`src/rtl/fir_tdm_mac.sv`:
```
// fir_tdm_mac: time-multiplexed FIR core. One serial MAC walks NTAPS phases
// per output sample; coefficients are runtime-writable registers.
module fir_tdm_mac #(
    parameter int DATA_W = 16,
    parameter int COEF_W = 16,
    parameter int NTAPS  = 64,
    parameter int ACC_W  = DATA_W + COEF_W + $clog2(NTAPS)
) (
    input  logic                      clk,
    input  logic                      rst,
    input  logic                      clk_enable,
    input  logic signed [DATA_W-1:0]  filter_in,
    input  logic                      coef_we,
    input  logic [$clog2(NTAPS)-1:0]  coef_addr,
    input  logic signed [COEF_W-1:0]  coef_data,
    output logic signed [DATA_W-1:0]  filter_out,
    output logic                      ce_out,
    output logic                      phase_first,
    output logic                      phase_last
);

    localparam int CW = $clog2(NTAPS);
    localparam int PW = DATA_W + COEF_W;
    localparam logic [CW-1:0] LAST   = CW'(NTAPS - 1);
    localparam logic [CW:0]   NT_EXT = (CW+1)'(NTAPS);
    localparam logic signed [ACC_W:0] HALF    = (ACC_W+1)'(64'sd1 <<< (COEF_W - 2));
    localparam logic signed [ACC_W:0] SAT_MAX = (ACC_W+1)'((64'sd1 <<< (DATA_W - 1)) - 64'sd1);
    localparam logic signed [ACC_W:0] SAT_MIN = -SAT_MAX - (ACC_W+1)'(1);

    logic [CW-1:0]             count;
    logic [CW-1:0]             wp;
    logic signed [DATA_W-1:0]  dline [NTAPS];
    logic signed [COEF_W-1:0]  coef  [NTAPS];
    logic signed [ACC_W-1:0]   acc;

    logic [CW:0]               idx_sum;
    logic [CW:0]               idx_wrap;
    logic [CW-1:0]             rd_idx;
    logic signed [DATA_W-1:0]  x_sel;
    logic signed [COEF_W-1:0]  h_sel;
    logic signed [PW-1:0]      prod;
    logic signed [ACC_W-1:0]   sum;
    logic signed [ACC_W:0]     rnd;
    logic signed [ACC_W:0]     shr;
    logic signed [DATA_W-1:0]  sat;

    assign phase_first = clk_enable && (count == '0);
    assign phase_last  = clk_enable && (count == LAST);

    // Delay-line read address (wp + count) mod NTAPS, valid for non-power-of-2 NTAPS
    always_comb begin
        idx_sum  = {1'b0, wp} + {1'b0, count};
        idx_wrap = idx_sum;
        if (idx_sum >= NT_EXT)
            idx_wrap = idx_sum - NT_EXT;
        rd_idx = idx_wrap[CW-1:0];
    end

    // MAC datapath: phase 0 bypasses the delay line and restarts the sum
    always_comb begin
        x_sel = (count == '0) ? filter_in : dline[rd_idx];
        h_sel = coef[count];
        prod  = PW'(x_sel) * PW'(h_sel);
        sum   = ((count == '0) ? '0 : acc) + ACC_W'(prod);
    end

    // Round half up, arithmetic shift back to sample scale, then clamp
    always_comb begin
        rnd = (ACC_W+1)'(sum) + HALF;
        shr = rnd >>> (COEF_W - 1);
        sat = DATA_W'(shr);
        if (shr > SAT_MAX)
            sat = DATA_W'(SAT_MAX);
        else if (shr < SAT_MIN)
            sat = DATA_W'(SAT_MIN);
    end

    // Phase counter, wraps at NTAPS-1, holds when gated
    always_ff @(posedge clk or negedge rst) begin
        if (!rst)
            count <= '0;
        else if (clk_enable)
            count <= (count == LAST) ? '0 : count + 1'b1;
    end

    // Write pointer steps back one slot per frame so reads see x[n-k] at wp+k
    always_ff @(posedge clk or negedge rst) begin
        if (!rst)
            wp <= '0;
        else if (phase_last)
            wp <= (wp == '0) ? LAST : wp - 1'b1;
    end

    // Capture the new sample into the circular history at frame start
    always_ff @(posedge clk or negedge rst) begin
        if (!rst) begin
            for (int i = 0; i < NTAPS; i++)
                dline[i] <= '0;
        end else if (phase_first) begin
            dline[wp] <= filter_in;
        end
    end

    // Coefficient writes ignore clk_enable; same-edge reads see the old value
    always_ff @(posedge clk or negedge rst) begin
        if (!rst) begin
            for (int i = 0; i < NTAPS; i++)
                coef[i] <= '0;
        end else if (coef_we && (coef_addr <= LAST)) begin
            coef[coef_addr] <= coef_data;
        end
    end

    // Accumulator advances once per enabled phase
    always_ff @(posedge clk or negedge rst) begin
        if (!rst)
            acc <= '0;
        else if (clk_enable)
            acc <= sum;
    end

    // Output register and single-cycle update strobe
    always_ff @(posedge clk or negedge rst) begin
        if (!rst) begin
            filter_out <= '0;
            ce_out     <= 1'b0;
        end else begin
            ce_out <= phase_last;
            if (phase_last)
                filter_out <= sat;
        end
    end

endmodule

```
`config.mk`:
```
export PLATFORM = sky130hd
export DESIGN_NAME = fir_tdm_mac
export DESIGN_NICKNAME = d
export VERILOG_FILES = /design/src/rtl/fir_tdm_mac.sv
export SDC_FILE = /design/constraint.sdc
export NUM_CORES = 2
export LEC_CHECK = 0
export ABC_AREA = 1
export CAP_MARGIN = 20
export CORE_UTILIZATION = 50
export CTS_CLUSTER_DIAMETER = 150
export DETAILED_ROUTE_END_ITERATION = 16
export PLACE_DENSITY = 0.65
export SLEW_MARGIN = 5
export SYNTH_ARGS = -nofsm -noshare
export SYNTH_HDL_FRONTEND = slang
export SYNTH_SLANG_ARGS = --single-unit
```
`constraint.sdc`:
```
create_clock -name clk -period 14.2 [get_ports clk]
set_input_delay 2.84 -clock clk [delete_from_list [all_inputs] [get_ports clk]]
set_output_delay 2.84 -clock clk [all_outputs]
set_load 0.01 [all_outputs]
```
==> results.md <==
### Run status
• **run status** completed

### Clocking
• **number of sinks driven by the clock tree** 2115
• **clk buf depth** 3
• **hold buffers post-CTS** 0
• **Clk pin slew, worst setup/hold paths** 0.06 ns
• **clock root buffer** clkbuf_16
• **# H-tree levels** 4
• **total of cells resized after clock tree synthesis** 0
• **Post CTS Setup Buffer Count** 0
• **worst-skew pair later-pin latency** 0.90 ns
• **clock tree from TritonCTS** yes
• **number of CTS-inserted buffers** 221

### STA
• **crit share post-route** 0.933
• **unrepaired setup endpoints after global routing** false
• **Final Max Slew Viols** 0
• **maximum clock frequency** 75.5 MHz
• **remaining max-slew budget at the tightest pin** 0.232
• **Final Hold Vio Count** 0
• **Worst-Margin Slew** 1.15 ns
• **number of setup violations in the final report** 0
• **fin crit period** 13.25 ns
• **setup_tns** 0 ns
• **clock skew** 0.0315 ns
• **post-route worst setup slack** 0.955 ns
• **Hold Worst Slack** 0.476 ns

### Logic synthesis
• **number of synthesized flops with an enable pin** 0
• **most numerous cell in the Yosys netlist** nand2_1
• **count of different cell masters after synthesis** 54
• **Synth Warn #** 0
• **post-synthesis instance area** 0.108 mm2
• **number of synthesized register bits** 2115
• **Synth Instances** 13300
• **commonest cells in the synthesized netlist** nand2_1, o21ai_0, dfrtp_1
• **cell type with the largest total area after synthesis** dfrtp_1
• **share of the synthesized area in the top cell type** 0.492
• **ranking of synthesized cells by area** dfrtp_1, nand2_1, o21ai_0
• **total nets after synthesis** 13700
• **post-synthesis sequential area ratio** 0.492
• **asr flop ratio synth** 1.00
• **post-synthesis area per instance** 8.10 um2
• **Main synth FF type** dfrtp_1

### Critical path
• **longest individual stage delay on the worst path** 0.88 ns
• **cell type of the slowest stage on the worst timing path** fa_4
• **CP dominant cell by count** nand2_1
• **data arrival time of the critical path** 14.01 ns
• **required arrival time at the worst endpoint** 14.96 ns
• **critical path peak fanout** 117
• **Worst Setup Path Type** register to register
• **critical path startpoint category** register
• **critical path endpoint category** register

### Layout
• **storage element area** 0.0529 mm2
• **post-layout utilization of the core** 0.559
• **Layout fillers** 19400
• **count of nets after finishing** 13300
• **proportion of layout cells with a drive suffix above 1** 0.0607
• **growth of design area from synthesis to finish** 10.7%
• **multi-input logic area** 0.0480 mm2

### Placement
• **sum of net half-perimeters after detailed placement** 220 mm
• **final estimated routing congestion in global placement** 0.932
• **# port buffers** 60
• **Placement Setup Slack** 0.795 ns

### Global route
• **wire length of the first global-routing pass** 546 mm
• **vias in the first global route** 89500
• **pin count of the biggest net entering global routing** 170
• **GRT Total Usage** 0.324
• **total congestion overflow** 0
• **initial antenna violation count** 8

### Route
• **number of vias in the routed layout** 93400
• **Starting DRT DRC Count** 11000
• **Residual DRC** 0
• **Avg Vias per Cell** 5.90
• **total wire length** 351 mm
• **remaining antenna violation count after routing** 0
• **DR pass1 iterations** 8
• **Avg WL per Cell** 22.2 um

### Floorplanning
• **I/O Pins** 61
• **core outline area** 0.213 mm2
• **effective utilization at floorplan** 0.505
• **y dimension of the die** 466 um
• **Die Area** 0.217 mm2
• **Site Rows** 169
• **die outline width** 466 um

### Job
• **reported max-cap violation count** 0

### Worst hold path
• **type of the tightest min-delay check** register to register

cell usage in the layout (no fill, tap or decap), types with 57 or more instances in the layout:
| cell type | count |
|---|---|
| a21oi_1 | 983 |
| a221oi_1 | 190 |
| a22oi_1 | 65 |
| buf_4 | 218 |
| clkbuf_1 | 63 |
| clkbuf_16 | 225 |
| clkdlybuf4s50_1 | 59 |
| dfrtp_1 | 2113 |
| fa_1 | 264 |
| ha_1 | 123 |
| inv_1 | 697 |
| nand2_1 | 4052 |
| nand3_1 | 433 |
| nor2_1 | 547 |
| nor3_1 | 57 |
| o21ai_0 | 2239 |
cell type report:
type	count	area share
Antenna cell	1	0.0000210
Sequential cell	2115	0.444
Clock buffer	337	0.0549
Tap cell	2821	0.0296
Multi-Input combinational cell	9352	0.403
Clock inverter	70	0.00629
Inverter	750	0.0240
Timing Repair Buffer	379	0.0376
logic make-up (layout without fill, tap and decap cells):
| group | after synthesis | after routing | synth area share |
|---|---|---|---|
| xor gates and xnor gates | 66 | 66 | 0.00537 |
| other | 0 | 1 | 0 |
| adders and majority gates | 389 | 389 | 0.0637 |
| DFF | 2115 | 2115 | 0.492 |
| AOI/OAI and AO/OA | 3673 | 3673 | 0.185 |
| and+or+nand+nor | 5224 | 5224 | 0.191 |
| buffers and inverters | 1815 | 1536 | 0.0636 |
worst max-delay path, delay by kind of cell (launching register included):
kind,cells,cell delay [ns]
compound gates,11,3.30
fa+ha+maj,10,4.69
xor+xnor,2,0.32
buf+inv,8,1.24
flops,1,0.54
simple gates,23,2.98
path summary, 6_finish.rpt:
kind | startpoint | to | slack (ns) | cells after the start
worst max-delay path | count[0] | filter_out[7] | 0.95 | 54
worst max register to register | count[0] | filter_out[7] | 0.95 | 54
worst min-delay path | coef[423] | coef[423] | 0.48 | 2
worst min register to register | coef[423] | coef[423] | 0.48 | 2
min in group asynchronous | rst | dline[496] | 1.91 | 1
max in group asynchronous | rst | coef[698] | 9.02 | 4
flip-flops by register name, indices dropped and copies added (netlist names):
signal,flops
wp,6
acc,38
dline,1024
count,6
coef,1024
ce_out,1
filter_out,16
per-stage QoR:
stage	area (um2)	cells
detailed placement	111000	15400
global placement	110000	15400
CTS	118000	15800
global route	119000	15800
finish	119000	15800
floorplan	108000	13300
layer usage:
metal / global-route usage / up-vias / routed length, um
met2: 0.494 / 4128 / 156000
met1: 0.454 / 45800 / 149000
met4: 0.146 / 12 / 17300
met3: 0.0563 / 761 / 29400
met5: 0 / - / 82
li1: - / 42700 / -
Power is left out: the tool's default activity adds up to more than one toggle a clock period on the data nets, which glitch-free logic cannot reach.
